==> config.mk <==
export PLATFORM = sky130hd
export DESIGN_NAME = m_depp_host
export DESIGN_NICKNAME = d
export VERILOG_FILES = /design/src/rtl/m_depp_host.sv
export SDC_FILE = /design/constraint.sdc
export NUM_CORES = 1
export LEC_CHECK = 0
export BUFFER_PORTS_ARGS = -buffer_cell sky130_fd_sc_hd__buf_2
export CAP_MARGIN = 20
export CORE_MARGIN = 4
export CORE_UTILIZATION = 54
export CTS_CLUSTER_DIAMETER = 30
export DETAILED_ROUTE_END_ITERATION = 16
export PLACE_DENSITY = 0.79
export REMOVE_ABC_BUFFERS = 1
export SYNTH_ARGS = -nofsm -noshare
export SYNTH_HDL_FRONTEND = slang
export SYNTH_SLANG_ARGS = --single-unit
==> constraint.sdc <==
create_clock -name CLK_I -period 2.1 [get_ports CLK_I]
set_input_delay 0.105 -clock CLK_I [delete_from_list [all_inputs] [get_ports CLK_I]]
set_output_delay 0.105 -clock CLK_I [all_outputs]
set_load 0.01 [all_outputs]
==> src/rtl/m_depp_host.sv <==
// m_depp_host: host (initiator) end of the Digilent DEPP parallel port,
// presented as a Wishbone classic slave. Each Wishbone access runs one
// DEPP address cycle (ADR_I[0]=0) or data cycle (ADR_I[0]=1) on the pads;
// ADR_I[1]=1 selects the local status register (bit 0 = timeout flag).
//
// Ports:
//   CLK_I, RST_I        clock, synchronous active-high reset
//   STB_I, WE_I, ADR_I  Wishbone request (STB held until ACK_O)
//   DAT_I / DAT_O       write data / read data (valid while ACK_O)
//   ACK_O               single-cycle acknowledge
//   padnADDRSTB/padnDATASTB/padnWRITE   DEPP control pads (active low)
//   padDB_O/padDB_OE/padDB_I            split bidirectional data bus
//   padnWAIT            peripheral handshake, asynchronous
module m_depp_host #(
  parameter int unsigned SETUPCYC = 2,
  parameter int unsigned TMOW     = 10
) (
  input  logic       CLK_I,
  input  logic       RST_I,
  input  logic       STB_I,
  input  logic       WE_I,
  input  logic [1:0] ADR_I,
  input  logic [7:0] DAT_I,
  output logic [7:0] DAT_O,
  output logic       ACK_O,
  output logic       padnADDRSTB,
  output logic       padnDATASTB,
  output logic       padnWRITE,
  output logic [7:0] padDB_O,
  output logic       padDB_OE,
  input  logic [7:0] padDB_I,
  input  logic       padnWAIT
);

  typedef enum logic [2:0] {
    S_IDLE, S_SETUP, S_STROBE, S_RELEASE, S_ACK
  } state_t;

  localparam logic [3:0] SETUP_LAST = 4'(SETUPCYC);

  state_t          state_q, state_d;
  logic [3:0]      setup_cnt_q, setup_cnt_d;
  logic [TMOW-1:0] tmo_cnt_q, tmo_cnt_d, tmo_inc;
  logic            we_q, we_d;
  logic            sel_q, sel_d;
  logic            tmo_q, tmo_d;
  logic            ack_q, ack_d;
  logic [7:0]      dat_o_q, dat_o_d;
  logic            naddr_q, naddr_d;
  logic            ndata_q, ndata_d;
  logic            nwrite_q, nwrite_d;
  logic            oe_q, oe_d;
  logic [7:0]      db_o_q, db_o_d;
  logic            wsync1_q, wsync_q;

  // Pad and ACK flops are loaded from the next-state decision so they change
  // on the same edge as the state register and never glitch.
  always_comb begin
    state_d     = state_q;
    setup_cnt_d = setup_cnt_q;
    tmo_cnt_d   = tmo_cnt_q;
    we_d        = we_q;
    sel_d       = sel_q;
    tmo_d       = tmo_q;
    ack_d       = 1'b0;
    dat_o_d     = dat_o_q;
    naddr_d     = naddr_q;
    ndata_d     = ndata_q;
    nwrite_d    = nwrite_q;
    oe_d        = oe_q;
    db_o_d      = db_o_q;
    // The phase times out on the edge where the counter reaches all-ones.
    tmo_inc     = tmo_cnt_q + 1'b1;

    case (state_q)
      S_IDLE: begin
        if (STB_I) begin
          if (ADR_I[1]) begin
            state_d = S_ACK;
            ack_d   = 1'b1;
            if (WE_I) tmo_d   = 1'b0;
            else      dat_o_d = {7'b0, tmo_q};
          end else begin
            state_d     = S_SETUP;
            we_d        = WE_I;
            sel_d       = ADR_I[0];
            db_o_d      = DAT_I;
            setup_cnt_d = '0;
            nwrite_d    = ~WE_I;
            oe_d        = WE_I;
          end
        end
      end
      S_SETUP: begin
        if (setup_cnt_q == SETUP_LAST) begin
          state_d   = S_STROBE;
          tmo_cnt_d = '0;
          if (sel_q) ndata_d = 1'b0;
          else       naddr_d = 1'b0;
        end else begin
          setup_cnt_d = setup_cnt_q + 4'd1;
        end
      end
      S_STROBE, S_RELEASE: begin
        tmo_cnt_d = tmo_inc;
        if (state_q == S_STROBE && wsync_q) begin
          state_d   = S_RELEASE;
          tmo_cnt_d = '0;
          naddr_d   = 1'b1;
          ndata_d   = 1'b1;
          if (!we_q) dat_o_d = padDB_I;
        end else if (state_q == S_RELEASE && !wsync_q) begin
          state_d  = S_ACK;
          ack_d    = 1'b1;
          nwrite_d = 1'b1;
          oe_d     = 1'b0;
        end else if (&tmo_inc) begin
          state_d  = S_ACK;
          ack_d    = 1'b1;
          tmo_d    = 1'b1;
          naddr_d  = 1'b1;
          ndata_d  = 1'b1;
          nwrite_d = 1'b1;
          oe_d     = 1'b0;
          if (!we_q) dat_o_d = 8'hFF;
        end
      end
      S_ACK: begin
        state_d = S_IDLE;
      end
      default: begin
        state_d = S_IDLE;
      end
    endcase
  end

  always_ff @(posedge CLK_I) begin
    if (RST_I) begin
      state_q     <= S_IDLE;
      setup_cnt_q <= '0;
      tmo_cnt_q   <= '0;
      we_q        <= 1'b0;
      sel_q       <= 1'b0;
      tmo_q       <= 1'b0;
      ack_q       <= 1'b0;
      dat_o_q     <= '0;
      naddr_q     <= 1'b1;
      ndata_q     <= 1'b1;
      nwrite_q    <= 1'b1;
      oe_q        <= 1'b0;
      db_o_q      <= '0;
      wsync1_q    <= 1'b0;
      wsync_q     <= 1'b0;
    end else begin
      state_q     <= state_d;
      setup_cnt_q <= setup_cnt_d;
      tmo_cnt_q   <= tmo_cnt_d;
      we_q        <= we_d;
      sel_q       <= sel_d;
      tmo_q       <= tmo_d;
      ack_q       <= ack_d;
      dat_o_q     <= dat_o_d;
      naddr_q     <= naddr_d;
      ndata_q     <= ndata_d;
      nwrite_q    <= nwrite_d;
      oe_q        <= oe_d;
      db_o_q      <= db_o_d;
      wsync1_q    <= padnWAIT;
      wsync_q     <= wsync1_q;
    end
  end

  assign DAT_O       = dat_o_q;
  assign ACK_O       = ack_q;
  assign padnADDRSTB = naddr_q;
  assign padnDATASTB = ndata_q;
  assign padnWRITE   = nwrite_q;
  assign padDB_O     = db_o_q;
  assign padDB_OE    = oe_q;

endmodule

---- Yosys cells after proc, flatten, opt, wreduce, memory -nomap -nowiden ----
Cells that the tools add are included.
storage, ports and cells
  bits in registers ....................... 43
  output and inout port bits .............. 21
operators by class
  eq/ne operators ......................... 22
  reduce and logical (&&, ||, !) cells .... 18
  multiplexer cells ....................... 54
  bitwise logic cells ..................... 2
  add/subtract/negate cells ............... 2
operators by type and width
  kind                     count
  $mux W8                  8
  $mux W1                  25
  $ne A2 B2 Y1 const B     12
  $mux W10                 2
  $pmux W10 S2             1
  $mux W3                  6
  $pmux W8 S2              1
  $reduce_and A5 Y1        3
  $mux W4                  3
  $ne A3 B3 Y1 const B     4
  $pmux W1 S2              6
  $add A10 B1 Y10 const B  1
  $reduce_and A10 Y1       1
  $pmux W3 S3              1
  $ne A4 B4 Y1 const B     2
  $pmux W4 S2              1
  $reduce_and A8 Y1        1
  $reduce_and A7 Y1        1
  $eq A3 B2 Y1 const B     2
  $reduce_and A3 Y1        2
  $reduce_bool A2 Y1       3
  $add A4 B1 Y4 const B    1
  $eq A4 B2 Y1 const B     1
  $reduce_and A4 Y1        1
  7 further kinds          9

---- Longest topological paths before layout ----
  word-level depth ........................ 6
  mapped depth ............................ 8

---- Worst setup path before layout ----
OpenSTA, ideal clock, no wires.
  kind .................................... flip-flop to flip-flop
  from .................................... register tmo_cnt_q[0]
  to ...................................... register dat_o_q[0] (netlist: DAT_O[0])
  buffers on the path ..................... 0
  library setup time ...................... 0.116 ns
  slack ................................... 0.204 ns
  required time ........................... 1.984 ns
  arrival time ............................ 1.779 ns
  clock period less this slack ............ 1.896 ns
  cell stages (with the launch flop) ...... 8
  path through ............................ dfxtp_1 > ha_1 > a21boi_0 > a41oi_2 > nor3_4 > a21o_2 > a21oi_1 > a31o_2
on the way
  longest elaborated chain between the ends .. 4
  elaborated cells on any way between the ends .. 5
  classes of those cells .................. 1 x add/sub; 2 x eq/ne; 2 x reduce/logical
ends and longest elaborated chain
  element                                                        line  RTL
  from (decl)                                                    43    logic [TMOW-1:0] tmo_cnt_q, tmo_cnt_d, tmo_inc;
  from (signal assigned)                                         157   tmo_cnt_q <= tmo_cnt_d;
  $add A10 B1 Y10 (*)                                            73    tmo_inc = tmo_cnt_q + 1'b1;
  $reduce_and A10 Y1 (*)                                         117   end else if (&tmo_inc) begin
  $ne A4 B4 Y1 (no source line) or $ne A3 B3 Y1 (tied branches)  n/a
  $reduce_and A8 Y1 (no source line) (*)                         n/a
  to (signal assigned)                                           162   dat_o_q <= dat_o_d;
  to (decl)                                                      48    logic [7:0] dat_o_q, dat_o_d;
Mark *: on every way between the ends. The rest lies on a longest branch, timed or not.
A chain may end at the register's enable or synchronous reset.

---- Final worst setup path ----
  from .................................... register tmo_cnt_q[1]
  to ...................................... register dat_o_q[7] (netlist: DAT_O[7])
Same word-level chain as after synthesis.

==> results.py <==
metrics = {
    "yosys": {
        "synthXorXnorAreaFrac": 0.0171,
        "ys_async_sr_fraction": 0,
        "synthCells": 248,
        "synth_warnings": 0,
        "syn_area_per_cell_sq_um": 8.28,
        "ys_seq_area_frac": 0.419,
        "synth_top_cell_by_area": "dfxtp_1",
        "synth_simple_gate_area_share": 0.258,
        "syn_area_sq_um": 2050,
        "ys_ff_latch": 43,
        "synth_top_area_frac": 0.419,
        "synth-edff-count": 0,
        "synthTopCellsByArea": "dfxtp_1 42%, a21oi_1 6.6%, nand2_1 5.9%, nor2_1 5.7%, o2bb2ai_1 3.0%",
        "yosysUniqueCellTypes": 52,
        "synth_top_family_by_area": "simple AND/OR/NAND/NOR gates",
        "synthFlopType": "dfxtp_1",
        "synth-compound-area-share": 0.233,
        "muxShareOfSynthArea": 0.00488,
        "synthAdderAreaFrac": 0.0244,
    },
    "global_routing": {
        "grt_overflow": 0,
        "antenna_found_initial": 0,
        "grt_pass1_wl_um": 7940,
        "grt_max_degree": 23,
        "grt_pass1_vias": 1730,
        "track_usage": 0.201,
    },
    "worst_setup_path": {
        "worstPathMaxFanout": 7,
        "slowest_stage": "dfxtp_1",
        "crit_chain": "ha_2 -> buf_4 -> xor2_1 -> nand3_1 -> nor3_4 -> buf_4 -> a41oi_4 -> a21oi_4 -> o2bb2ai_1",
        "max_stage_delay_ns": 0.37,
        "reg2reg_setup_slack_ns": 0.12,
        "crit_type": "reg2reg",
        "critPathRequiredTime_ns": 2.33,
        "start_kind": "register",
        "setup.worst_path.end_class": "register",
        "crit_top_cell": "buf_4",
        "path_delay_family": "compound AO/OA/AOI/OAI gates",
        "crit_arrival_ns": 2.21,
        "path_buf_inv": 2,
    },
    "timing": {
        "hold_viol": 0,
        "drv_slew": 0,
        "max_freq_mhz": 506,
        "period_needed_ns": 1.98,
        "worst_pin_slew_ns": 0.419,
        "finalClockSkew_ns": 0.00590,
        "holdWs_ns": 0.0208,
        "setup_viol": 0,
        "timing.final.crit_share": 0.940,
        "setup_ws_ns": 0.125,
        "relSlewSlack": 0.721,
    },
    "flow_run": {
        "maxCapViolCount": 0,
    },
    "cts": {
        "clock_sinks": 43,
        "clock_latency_ns": 0.30,
        "cts_made_buffers": 5,
        "htreeDepth": 2,
        "postCtsHoldBufs": 0,
        "clk_pin_slew_worst_paths_ns": 0.08,
        "cts_tree": "done",
        "clockRootBuffer": "clkbuf_8",
        "cts_buffer_depth": 2,
    },
    "placement": {
        "port_buffers": 43,
        "dpl_cell_area_sq_um": 2380,
        "gp_congestion": 0.862,
        "dp_hpwl_um": 3380,
        "dp_slack_ns": 0.140,
    },
    "drt": {
        "route.detailed.drc": 0,
        "drt-initial-drc-count": 265,
        "wirelength_um": 4680,
        "postRouteAntennaNets": 0,
        "wl_per_cell_um": 13.4,
        "via_per_inst": 5.53,
        "vias": 1931,
        "first_pass_iters": 4,
    },
    "layout": {
        "fin_util": 0.692,
        "final_cell_area_sq_um": 2530,
        "nFillCells": 330,
        "num_antenna_cells": 0,
        "area_growth_pct": 23.5,
        "multi_input_area_sq_um": 1120,
        "drive_gt1_frac": 0.269,
        "seq_area_sq_um": 862,
        "fin_nets": 327,
    },
    "power": {
        "ir_drop_uv": 558,
        "p_comb_frac": 0.131,
        "p_sw_mw": 0.459,
        "power_mw": 1.89,
        "clockPowerShare": 0.403,
        "p_int_mw": 1.43,
        "sw_frac_of_total": 0.242,
        "power_density_nw_per_um2": 747,
        "seqPwrFrac": 0.466,
        "total_leakage_power_nw": 1.06,
    },
    "hold_path": {
        "hold_class": "in2reg",
    },
    "floorplanning": {
        "row_count": 22,
        "ios": 44,
        "coreArea_sq_um": 3660,
        "die_w_um": 69.7,
        "dieArea_sq_um": 4850,
        "initial_utilization": 0.561,
        "die_height_um": 69.7,
    },
    "run_status": {
        "run_status": "completed",
    },
}
logic make-up (layout without fill, tap and decap cells):
family	after synthesis	after routing
buffers and inverters	20	73
xor gates and xnor gates	4	4
DFF	43	43
muxes	1	1
AOI/OAI and AO/OA	68	68
adders and majority gates	4	4
and+or+nand+nor	108	108
state kept, by name, summed over array words and instances, names as in the netlist, 3 cells and up:
register,count
setup_cnt_q,4
padDB_O,8
state_q,3
tmo_cnt_q,10
DAT_O,8
routing by layer:
metal | track usage | vias to the layer above | wire length (um)
met4 | 0.0723 | 0 | 71
met2 | 0.302 | 46 | 2160
met5 | 0 | - | 0
li1 | - | 985 | -
met1 | 0.267 | 893 | 2140
met3 | 0.0681 | 7 | 313
power by group through the flow:
stage,sequential [mW],combinational (mW),clock (mW)
floorplan,0.911,0.125,0
global placement,0.899,0.242,0
detailed placement,0.899,0.248,0
CTS,0.881,0.248,0.774
global route,0.888,0.279,0.806
finish,0.881,0.249,0.763
cell type report:
class | instances | share of cell area
Sequential cell | 43 | 0.340
Clock buffer | 5 | 0.0271
Clock inverter | 3 | 0.0267
Tap cell | 48 | 0.0237
Inverter | 6 | 0.00888
Timing Repair Buffer | 59 | 0.132
Multi-Input combinational cell | 185 | 0.441
worst paths after layout:
check,endpoint,cells past startpoint,startpoint
setup / recovery,DAT_O[7],9,tmo_cnt_q[1]
setup reg to reg,DAT_O[7],9,tmo_cnt_q[1]
hold reg to reg,padDB_O[2],2,padDB_O[2]
hold / removal,wsync1_q,2,padnWAIT
per-stage QoR:
| step | instances | setup TNS, ns |
|---|---|---|
| after floorplan | 234 | 0 |
| after global placement | 340 | 0 |
| after detailed placement | 340 | 0 |
| after CTS | 348 | 0 |
| after global routing | 349 | -0.0408 |
| final | 349 | 0 |
what timing repair did:
action / in CTS / in global routing
resized for setup: 0 / 5
buffers inserted: 0 / 1
setup endpoints to repair: 0 / 7
synth_stat cells, types with 3 or more instances:
| master | count |
|---|---|
| a311oi_1 | 3 |
| xor2_1 | 3 |
| nor3_1 | 6 |
| nand2_1 | 32 |
| nand4_1 | 4 |
| o2bb2ai_1 | 7 |
| clkbuf_1 | 8 |
| nand3_1 | 10 |
| dfxtp_1 | 43 |
| inv_1 | 6 |
| nor2_1 | 31 |
| ha_1 | 4 |
| and3_1 | 3 |
| nor2b_1 | 5 |
| a21oi_1 | 27 |
| o21ai_0 | 11 |
cells in the final DEF (no fill, tap or decap), drive strengths merged, types with 2 or more instances in the layout:
master | netlist | layout
a31oi | 2 | 2
nor3b | 2 | 2
nor2b | 5 | 5
a21o | 2 | 2
nand2b | 2 | 2
o22a | 2 | 2
a21oi | 28 | 28
inv | 6 | 6
and3 | 3 | 3
nor3 | 7 | 7
o22ai | 2 | 2
o2bb2ai | 7 | 7
nand3b | 2 | 2
nand4 | 4 | 4
buf | 4 | 59
o21ai | 11 | 11
a311oi | 3 | 3
nand2 | 32 | 32
or4 | 2 | 2
bufinv | 0 | 2
a41oi | 3 | 3
clkbuf | 10 | 5
nor2 | 31 | 31
ha | 4 | 4
nand3 | 11 | 11
xor2 | 3 | 3
dfxtp | 43 | 43
Note: power is estimated with default switching activity, not from simulation.
